**src/rtl/forward_hazard_unit_pkg.sv**
```systemverilog
// Shared pipeline definitions: operand-source select codes and the hazard scoreboard slot.
package pipeline_pkg;

    localparam int unsigned REG_ADDR_W = 3;

    typedef logic [2:0] src_sel_t;

    localparam src_sel_t SRC_WB      = 3'b000;
    localparam src_sel_t SRC_EX_ALU  = 3'b001;
    localparam src_sel_t SRC_REGFILE = 3'b010;
    localparam src_sel_t SRC_EX_IN   = 3'b011;
    localparam src_sel_t SRC_MEM_IN  = 3'b100;

    typedef struct packed {
        logic                  valid;
        logic [REG_ADDR_W-1:0] rd;
        logic                  writes_rd;
        logic                  is_load;
        logic                  is_in;
    } sb_slot_t;

endpackage

```
**src/rtl/forward_hazard_unit_if.sv**
```systemverilog
// Decode-side hazard request and ID/EX forwarding result bundle.
interface forward_hazard_unit_if
    import pipeline_pkg::*;
#(
    parameter int unsigned STALL_CNT_W = 16
) ();

    logic                   id_valid;
    logic [REG_ADDR_W-1:0]  id_rs1;
    logic [REG_ADDR_W-1:0]  id_rs2;
    logic                   id_uses_rs1;
    logic                   id_uses_rs2;
    logic [REG_ADDR_W-1:0]  id_rd;
    logic                   id_writes_rd;
    logic                   id_is_load;
    logic                   id_is_in;
    logic                   flush;
    logic                   stall;
    src_sel_t               alu_src1_select;
    src_sel_t               alu_src2_select;
    logic                   ex_slot_valid;
    logic [STALL_CNT_W-1:0] stall_count;

    modport master (
        output id_valid, id_rs1, id_rs2, id_uses_rs1, id_uses_rs2,
               id_rd, id_writes_rd, id_is_load, id_is_in, flush,
        input  stall, alu_src1_select, alu_src2_select, ex_slot_valid, stall_count
    );

    modport slave (
        input  id_valid, id_rs1, id_rs2, id_uses_rs1, id_uses_rs2,
               id_rd, id_writes_rd, id_is_load, id_is_in, flush,
        output stall, alu_src1_select, alu_src2_select, ex_slot_valid, stall_count
    );

endinterface

```
**src/rtl/forward_hazard_unit_fwd_select.sv**
```systemverilog
// Per-operand forwarding select from the EX (1 ahead) and MEM (2 ahead) scoreboard slots.
module fwd_select
    import pipeline_pkg::*;
(
    input  logic [REG_ADDR_W-1:0] i_src,
    input  logic                  i_used,
    input  sb_slot_t              i_ex_slot,
    input  sb_slot_t              i_mem_slot,
    output src_sel_t              o_select,
    output logic                  o_ex_load_hit
);

    logic w_ex_hit;
    logic w_mem_hit;

    assign w_ex_hit  = i_used & i_ex_slot.valid & i_ex_slot.writes_rd &
                       (i_ex_slot.rd == i_src);
    assign w_mem_hit = i_used & i_mem_slot.valid & i_mem_slot.writes_rd &
                       (i_mem_slot.rd == i_src);

    assign o_ex_load_hit = w_ex_hit & i_ex_slot.is_load;

    always_comb begin
        o_select = SRC_REGFILE;
        if (w_ex_hit && i_ex_slot.is_in) begin
            o_select = SRC_EX_IN;
        end else if (w_ex_hit && !i_ex_slot.is_load) begin
            o_select = SRC_EX_ALU;
        end else if (w_mem_hit) begin
            // Load data and ALU results both arrive on the write-back bus; only IN differs.
            case ({i_mem_slot.is_in, i_mem_slot.is_load})
                2'b10, 2'b11: o_select = SRC_MEM_IN;
                default:      o_select = SRC_WB;
            endcase
        end
    end

endmodule

```
**src/rtl/forward_hazard_unit.sv**
```systemverilog
// Operand forwarding scoreboard, load-use stall request and ID/EX select registers.
module forward_hazard_unit
    import pipeline_pkg::*;
#(
    parameter int unsigned STALL_CNT_W = 16
) (
    input  logic                 clk,
    input  logic                 rst,
    forward_hazard_unit_if.slave bus
);

    // Producers three or more ahead are served by the negedge regfile write,
    // so only the EX and MEM slots carry forwarding state.
    sb_slot_t               r_ex;
    sb_slot_t               r_mem;
    src_sel_t               r_src1_select;
    src_sel_t               r_src2_select;
    logic [STALL_CNT_W-1:0] r_stall_count;

    sb_slot_t w_id_slot;
    src_sel_t w_src1_select;
    src_sel_t w_src2_select;
    logic     w_rs1_load_hit;
    logic     w_rs2_load_hit;
    logic     w_stall;
    logic     w_advance;
    logic     w_cnt_sat;

    fwd_select u_fwd_rs1 (
        .i_src         (bus.id_rs1),
        .i_used        (bus.id_uses_rs1),
        .i_ex_slot     (r_ex),
        .i_mem_slot    (r_mem),
        .o_select      (w_src1_select),
        .o_ex_load_hit (w_rs1_load_hit)
    );

    fwd_select u_fwd_rs2 (
        .i_src         (bus.id_rs2),
        .i_used        (bus.id_uses_rs2),
        .i_ex_slot     (r_ex),
        .i_mem_slot    (r_mem),
        .o_select      (w_src2_select),
        .o_ex_load_hit (w_rs2_load_hit)
    );

    assign w_stall   = bus.id_valid & ~bus.flush & (w_rs1_load_hit | w_rs2_load_hit);
    assign w_advance = bus.id_valid & ~w_stall & ~bus.flush;
    assign w_cnt_sat = &r_stall_count;

    always_comb begin
        w_id_slot           = '0;
        w_id_slot.valid     = 1'b1;
        w_id_slot.rd        = bus.id_rd;
        w_id_slot.writes_rd = bus.id_writes_rd;
        w_id_slot.is_load   = bus.id_is_load;
        w_id_slot.is_in     = bus.id_is_in;
    end

    always_ff @(posedge clk or posedge rst) begin
        if (rst) begin
            r_ex          <= '0;
            r_mem         <= '0;
            r_src1_select <= SRC_REGFILE;
            r_src2_select <= SRC_REGFILE;
        end else begin
            r_mem <= r_ex;
            if (w_advance) begin
                r_ex          <= w_id_slot;
                r_src1_select <= w_src1_select;
                r_src2_select <= w_src2_select;
            end else begin
                r_ex          <= '0;
                r_src1_select <= SRC_REGFILE;
                r_src2_select <= SRC_REGFILE;
            end
        end
    end

    always_ff @(posedge clk or posedge rst) begin
        if (rst) begin
            r_stall_count <= '0;
        end else if (w_stall && !w_cnt_sat) begin
            r_stall_count <= r_stall_count + {{(STALL_CNT_W-1){1'b0}}, 1'b1};
        end
    end

    assign bus.stall           = w_stall;
    assign bus.alu_src1_select = r_src1_select;
    assign bus.alu_src2_select = r_src2_select;
    assign bus.ex_slot_valid   = r_ex.valid;
    assign bus.stall_count     = r_stall_count;

endmodule
```
**src/flat_wrapper.sv**
```systemverilog
// flat-port wrapper written by rule: the top's interface ports become plain ports
module forward_hazard_unit_flat import pipeline_pkg::*;
#(
    parameter int unsigned STALL_CNT_W = 16
)
  (clk, rst, bus_id_valid, bus_id_rs1, bus_id_rs2, bus_id_uses_rs1, bus_id_uses_rs2, bus_id_rd, bus_id_writes_rd, bus_id_is_load, bus_id_is_in, bus_flush, bus_stall, bus_alu_src1_select, bus_alu_src2_select, bus_ex_slot_valid, bus_stall_count);
  forward_hazard_unit_if #(.STALL_CNT_W(STALL_CNT_W)) bus_i ();
  input  logic clk;
  input  logic rst;
  input wire logic [$bits(bus_i.id_valid)-1:0] bus_id_valid;
  input wire logic [$bits(bus_i.id_rs1)-1:0] bus_id_rs1;
  input wire logic [$bits(bus_i.id_rs2)-1:0] bus_id_rs2;
  input wire logic [$bits(bus_i.id_uses_rs1)-1:0] bus_id_uses_rs1;
  input wire logic [$bits(bus_i.id_uses_rs2)-1:0] bus_id_uses_rs2;
  input wire logic [$bits(bus_i.id_rd)-1:0] bus_id_rd;
  input wire logic [$bits(bus_i.id_writes_rd)-1:0] bus_id_writes_rd;
  input wire logic [$bits(bus_i.id_is_load)-1:0] bus_id_is_load;
  input wire logic [$bits(bus_i.id_is_in)-1:0] bus_id_is_in;
  input wire logic [$bits(bus_i.flush)-1:0] bus_flush;
  output wire logic [$bits(bus_i.stall)-1:0] bus_stall;
  output wire logic [$bits(bus_i.alu_src1_select)-1:0] bus_alu_src1_select;
  output wire logic [$bits(bus_i.alu_src2_select)-1:0] bus_alu_src2_select;
  output wire logic [$bits(bus_i.ex_slot_valid)-1:0] bus_ex_slot_valid;
  output wire logic [$bits(bus_i.stall_count)-1:0] bus_stall_count;
  assign bus_i.id_valid = bus_id_valid;
  assign bus_i.id_rs1 = bus_id_rs1;
  assign bus_i.id_rs2 = bus_id_rs2;
  assign bus_i.id_uses_rs1 = bus_id_uses_rs1;
  assign bus_i.id_uses_rs2 = bus_id_uses_rs2;
  assign bus_i.id_rd = bus_id_rd;
  assign bus_i.id_writes_rd = bus_id_writes_rd;
  assign bus_i.id_is_load = bus_id_is_load;
  assign bus_i.id_is_in = bus_id_is_in;
  assign bus_i.flush = bus_flush;
  assign bus_stall = bus_i.stall;
  assign bus_alu_src1_select = bus_i.alu_src1_select;
  assign bus_alu_src2_select = bus_i.alu_src2_select;
  assign bus_ex_slot_valid = bus_i.ex_slot_valid;
  assign bus_stall_count = bus_i.stall_count;
  forward_hazard_unit #(.STALL_CNT_W(STALL_CNT_W)) u_core (.clk(clk), .rst(rst), .bus(bus_i));
endmodule
```
**config.mk**
```make
export PLATFORM = sky130hd
export DESIGN_NAME = forward_hazard_unit_flat
export DESIGN_NICKNAME = d
export VERILOG_FILES = /design/src/rtl/forward_hazard_unit_pkg.sv /design/src/rtl/forward_hazard_unit_if.sv /design/src/rtl/forward_hazard_unit_fwd_select.sv /design/src/rtl/forward_hazard_unit.sv /design/src/flat_wrapper.sv
export SDC_FILE = /design/constraint.sdc
export NUM_CORES = 1
export LEC_CHECK = 0
export CAP_MARGIN = 0
export CORE_MARGIN = 2
export CORE_UTILIZATION = 51
export CTS_CLUSTER_DIAMETER = 200
export CTS_CLUSTER_SIZE = 10
export DETAILED_ROUTE_END_ITERATION = 8
export PLACE_DENSITY = 0.83
export RECOVER_POWER = 50
export REMOVE_ABC_BUFFERS = 1
export SYNTH_ARGS = -nofsm -noshare
export SYNTH_HDL_FRONTEND = slang
export SYNTH_SLANG_ARGS = --single-unit
```
**constraint.sdc**
```tcl
create_clock -name clk -period 5.3 [get_ports clk]
set_clock_uncertainty 0.15 [all_clocks]
set_input_delay 1.06 -clock clk [delete_from_list [all_inputs] [get_ports clk]]
set_output_delay 1.06 -clock clk [all_outputs]
set_load 0.02 [all_outputs]
```
==> summary.md, run 1 <==
| Metric | Value |
|---|---|
| Outcome | finished, violations left |
| Failing checks | capacitance limit, slew limit |
| Die Span Y | 60.0 µm |
| Worst-Margin Slew | 1.77 ns |
| Min Hold Slack | 0.280 ns |
| I/O Pins | 42 |
| Cell area after synthesis | 1600 µm² |
| Vias per inst | 5.50 |
| H-tree depth | 2 |
| CP endpoint kind | output port |
| WHS Path Cells | 0 |
| Clk slew on worst S/H paths | 0.10 ns |
| Power Density | 240 nW/µm² |
| Antenna fix cells | 0 |
| Slew Viols, Final | 36 |
| Clock buffer count from CTS | 5 |
| I/O Buffers | 41 |
| DRC | 0 |
| Initial detailed-routing violation count | 18 |
| Sequential fraction of the synthesis area | 55.0% |
| GRT Overall Usage | 20.7% |
| Register-to-Register Path Depth | 6 |
| Total of max-cap violations | 1 |
| Postcts setup bufs | 0 |
| Worst setup SP type | primary input |
| Global-route wire length before repair | 5420 µm |
| Worst reg2reg setup slack | 2.97 ns |
| Main flop type after synthesis | dfrtp_1 |
| Hold/Removal Path Class | flop to flop |
| Gates resized, CTS repair | 0 |
| CTS tree | yes |
| Critical Setup Path Class | primary input to output port |
| #FFs+latches synth | 35 |
| Max VDD drop | 0.180 mV |
| Syn Area/Cell | 11.1 µm² |
| FF/Latch Area | 878 µm² |
| DP Wirelength | 2400 µm |
| Slew Limit Headroom | -18.1% |
| Initial antenna violation count | 0 |
| Final hold vios | 0 |
| Top cell type's share of synthesized area | 51.7% |
| Distinct cells, synth | 32 |
| Final Wtd Congestion | 0.925 |
| Core Area | 3000 µm² |
| Global route total overflow | 0 |
| Crit path max fanout | 11 |
| Clock Latency Late Sink | 0.34 ns |
| Yosys top cell by area | dfrtp_1 |
| Yosys warning count | 0 |
| Post-DRT Antenna Nets | 0 |
| Die Wd | 60.0 µm |
| Clk buf depth | 2 |
| Setup TNS | 0 ns |
| Final nets | 211 |
| CTS sink count | 35 |
| Setup violations, final | 0 |
| Vias in the first global route | 1291 |
| Multi-input gate area | 692 µm² |
| Final period util | 87.9% |
| # rows | 20 |
| Die area | 3590 µm² |
| Initial Utilization | 53.2% |
| EDFF count, synth | 0 |
| Largest net degree at the start of global routing | 36 |
| FFs w/ async S/R, synth | 100% |
| Drt first pass iters | 6 |
| CP arrival | 3.45 ns |
| Fraction of layout cells with a size suffix above 1 | 8.81% |
| Area Overhead vs Synth | 33.5% |
| Fmax | 215 MHz |
| Leak | 0.962 nW |
| Unrepaired setup endpoints after global routing | false |
| DR WL/cell | 14.7 µm |
| Largest cells by area after synthesis | dfrtp_1 52%, xor2_1 8.2%, xnor2_1 6.0% |
| CTS root buf | clkbuf_4 |
| DRT Wirelength | 3310 µm |
| DR vias | 1243 |
| Post-Syn Instances | 144 |
| Worst Path Required | 4.09 ns |
| Layout fillers | 233 |
| Min cycle time layout | 4.66 ns |
| Hold-fix buffers, CTS | 0 |
## kinds of logic after synthesis
group                      share of synthesized area, %
AOI/OAI and AO/OA                                  2.74
xor gates and xnor gates                           14.3
adders and majority gates                         0.784
buffers and inverters                              1.65
DFF                                                55.0
muxes                                              1.57
and+or+nand+nor                                    24.0
## final timing paths
path,from,end
worst max-delay path,bus_id_rs2[1],bus_stall
worst min-delay path,u_core.r_ex[2],u_core.r_mem[2]
worst max register to register,u_core.r_ex[4],u_core.bus.stall_count[1]
worst min register to register,u_core.r_ex[2],u_core.r_mem[2]
max in group asynchronous,rst,u_core.bus.ex_slot_valid
min in group asynchronous,rst,u_core.bus.alu_src2_select[2]
## cells in the mapped netlist, types with 2 or more instances
library cell  number
a21oi_1            2
and2_1             6
and3_1             5
and3_2             2
and4_1             2
dfrtp_1           33
dfstp_2            2
inv_1              3
nand2_1           10
nand3_1           16
nand4_1            4
nor2_1            11
nor3_1             3
nor4_1             3
xnor2_1           11
xor2_1            15
## placed cells by master, fill, tap and decap left out, drive strengths merged, types with 3 or more instances in the layout
cell / instances
nand4: 4
nand2: 10
xnor2: 11
inv: 3
and2: 6
nand3: 16
and3: 7
clkbuf: 7
dfrtp: 33
clkdlybuf4s50: 34
nor4: 3
dlygate4sd3: 7
nor2: 11
xor2: 15
nor3: 3
## per-layer routing
metal / vias up / global-route usage, % / part of all wire (%)
li1: 596 / - / -
met2: 46 / 35.1 / 52
met4: 0 / 8.25 / 1.6
met3: 5 / 6.71 / 6.3
met1: 596 / 24.2 / 40
met5: - / 0 / 0
## where the power goes
group          internal (W)  total (W)  switching, W
combinational     0.0000173  0.0000330     0.0000157
sequential         0.000271   0.000275    0.00000388
clock              0.000111   0.000203     0.0000911
## critical path, stage by stage
cell and delay (ns):
dlygate4sd3_1 0.58, xnor2_1 0.23, or4b_4 0.52, a211oi_2 0.22
buf_4 0.20, clkdlybuf4s50_1 0.62
## area by class of cell
class	count	share of cell area, %
inverters	3	0.528
multi-input cells	104	32.5
clock buffers	6	2.41
well taps	33	1.94
clock inverters	2	1.64
flip-flops and latches	35	41.2
repair buffers	43	19.8
## state kept, by name (all words and copies together) (netlist names)
name / flops
u_core.bus.ex_slot_valid: 1
u_core.bus.alu_src1_select: 3
u_core.bus.alu_src2_select: 3
u_core.r_ex: 6
u_core.r_mem: 6
u_core.bus.stall_count: 16
## through the flow
| stage | instance area (µm²) | total power [W] | std cells | worst slack [ns] | util (%) |
|---|---|---|---|---|---|
| 6_report | 2130 | 0.000511 | 226 | 0.643 | 71.0 |
| 2_1_floorplan | 1580 | 0.000294 | 142 | 1.65 | - |
| 4_1_cts | 2130 | 0.000517 | 226 | 0.762 | 71.1 |
| 3_5_place_dp | 2050 | 0.000315 | 218 | 0.785 | 68.2 |
| 5_1_grt | 2130 | 0.000533 | 226 | 0.581 | 71.0 |
| 3_3_place_gp | 2050 | 0.000313 | 218 | 0.801 | 68.2 |
(Power assumes the default switching activity.)
==> run 2, diff against run 1 <==
--- a/config.mk
+++ b/config.mk
@@ -6,11 +6,12 @@
 export NUM_CORES = 1
 export LEC_CHECK = 0
 export CAP_MARGIN = 0
-export CORE_MARGIN = 2
+export CORE_MARGIN = 4
 export CORE_UTILIZATION = 51
 export CTS_CLUSTER_DIAMETER = 200
 export CTS_CLUSTER_SIZE = 10
 export DETAILED_ROUTE_END_ITERATION = 8
+export GPL_TIMING_DRIVEN = 0
 export PLACE_DENSITY = 0.83
 export RECOVER_POWER = 50
 export REMOVE_ABC_BUFFERS = 1
==> run 2 against run 1 <==
The run now ends clean. Sequential power hardly changed. Cell count is 4.0% higher. Design area is 1.1% lower.
==> summary.md, run 2 (same netlist as run 1, synthesis figures left out) <==
| Metric | Value |
|---|---|
| Core Area | 3030 µm² |
| Worst setup SP type | primary input |
| Most common cell after layout, fill and taps aside | clkdlybuf4s50_1 |
| FF/Latch Area | 878 µm² |
| Fmax | 199 MHz |
| Worst Path Required | 4.09 ns |
| Slew Viols, Final | 0 |
| Setup TNS | 0 ns |
| Gates resized, CTS repair | 0 |
| Final nets | 209 |
| DR WL/cell | 15.3 µm |
| CTS tree | yes |
| CTS sink count | 35 |
| Area Overhead vs Synth | 32.0% |
| Hold/Removal Path Class | flop to flop |
| CP endpoint kind | output port |
| Multi-input gate area | 692 µm² |
| Outcome | completed |
| Dpl ws | 0.442 ns |
| Clk slew on worst S/H paths | 0.10 ns |
| Clock Latency Late Sink | 0.34 ns |
| Vias per inst | 5.30 |
| Vias in the first global route | 1310 |
| Die Wd | 64.0 µm |
| Power Density | 219 nW/µm² |
| DR vias | 1246 |
| Slew Limit Headroom | 13.0% |
| CP arrival | 3.81 ns |
| Postcts setup bufs | 0 |
| Die area | 4090 µm² |
| Fraction of layout cells with a size suffix above 1 | 7.85% |
| I/O Buffers | 41 |
| Total of max-cap violations | 0 |
| Critical Setup Path Class | primary input to output port |
| Global-route wire length before repair | 6110 µm |
| CTS root buf | clkbuf_4 |
| GRT Overall Usage | 19.6% |
| Layout fillers | 235 |
| Drt first pass iters | 4 |
| Setup slack after layout | 0.276 ns |
| Initial antenna violation count | 0 |
| Unrepaired setup endpoints after global routing | false |
| Initial detailed-routing violation count | 31 |
| Most frequent cells in the layout | 34 x clkdlybuf4s50_1, 33 x dfrtp_1, 16 x nand3_1 |
| Leak | 0.942 nW |
| Initial Utilization | 52.7% |
| Global route total overflow | 0 |
| Worst-Margin Slew | 1.30 ns |
| Setup violations, final | 0 |
| Crit path max fanout | 11 |
| I/O Pins | 42 |
| Antenna fix cells | 0 |
| DRC | 0 |
| Design Power | 0.000461 W |
| Largest net degree at the start of global routing | 36 |
| H-tree depth | 2 |
| Post-Route Utilization | 69.6% |
| Final Wtd Congestion | 0.869 |
| DRT Wirelength | 3600 µm |
| # rows | 20 |
| DP Wirelength | 2620 µm |
| Final period util | 94.8% |
| Min cycle time layout | 5.02 ns |
| Final hold vios | 0 |
| Die Span Y | 64.0 µm |
| Max VDD drop | 0.161 mV |
| Post-DRT Antenna Nets | 0 |
| Clock buffer count from CTS | 5 |
| Max reg flops | 16 |
| Hold-fix buffers, CTS | 0 |
| Clk buf depth | 2 |
==> run 2: changes by cell type in the layout (fill, tap and decap cells not counted), sizes merged <==
cell,delta
bufinv,-1
buf,-1
==> run 2: power breakdown <==
| part | internal (W) | total (W) | switching (W) | leakage [nW] |
|---|---|---|---|---|
| clock | 0.0000643 | 0.000152 | 0.0000878 | 0.0353 |
| combinational | 0.0000172 | 0.0000337 | 0.0000165 | 0.438 |
| sequential | 0.000271 | 0.000275 | 0.00000392 | 0.469 |
| total | 0.000352 | 0.000461 | 0.000108 | 0.942 |
==> run 2: layer usage <==
layer / vias to the layer above / wire (µm) / global-route usage (%)
met5: - / 0 / 0
met1: 600 / 1560 / 24.3
met2: 46 / 1750 / 30.6
li1: 591 / - / -
met3: 9 / 226 / 7.03
met4: 0 / 61 / 8.63
==> run 2: critical path: stages <==
cell             delay [ns]
dlygate4sd3_1          0.59
xnor2_1                0.23
or4b_4                 0.52
a211oi_2               0.67
clkdlybuf4s50_1        0.74
==> run 2: layout make-up <==
class | count | area share, %
Timing Repair Buffer | 41 | 19.5
Multi-Input combinational cell | 104 | 32.8
Clock inverter | 1 | 0.238
Clock buffer | 7 | 2.61
Inverter | 3 | 0.534
Tap cell | 44 | 2.61
Sequential cell | 35 | 41.7
==> run 2: metrics by stage <==
step | instance area, µm² | std cells | hold slack (ns)
after detailed placement | 2050 | 227 | 0.260
final | 2110 | 235 | 0.280
after CTS | 2110 | 235 | 0.283
after global placement | 2050 | 227 | 0.261
after floorplan | 1580 | 142 | 0.236
after global routing | 2110 | 235 | 0.312
==> run 2: final timing paths <==
path / to / slack [ns] / depth (start not counted) / startpoint
max in group asynchronous: u_core.bus.stall_count[2] / 2.87 / 2 / rst
worst min register to register: u_core.r_mem[0] / 0.28 / 0 / u_core.r_ex[0]
min in group asynchronous: u_core.r_ex[4] / 1.36 / 2 / rst
worst min-delay path: u_core.r_mem[0] / 0.28 / 0 / u_core.r_ex[0]
worst max-delay path: bus_stall / 0.28 / 5 / bus_id_rs2[1]
worst max register to register: u_core.bus.stall_count[1] / 2.58 / 5 / u_core.r_ex[5]
==> run 3, diff against run 2 <==
--- a/config.mk
+++ b/config.mk
@@ -15,6 +15,7 @@
 export PLACE_DENSITY = 0.83
 export RECOVER_POWER = 50
 export REMOVE_ABC_BUFFERS = 1
+export SETUP_SLACK_MARGIN = 0.3
 export SYNTH_ARGS = -nofsm -noshare
 export SYNTH_HDL_FRONTEND = slang
 export SYNTH_SLANG_ARGS = --single-unit
==> results of run 3 <==
Final layout, timing and power as in run 2 (identical DEF).
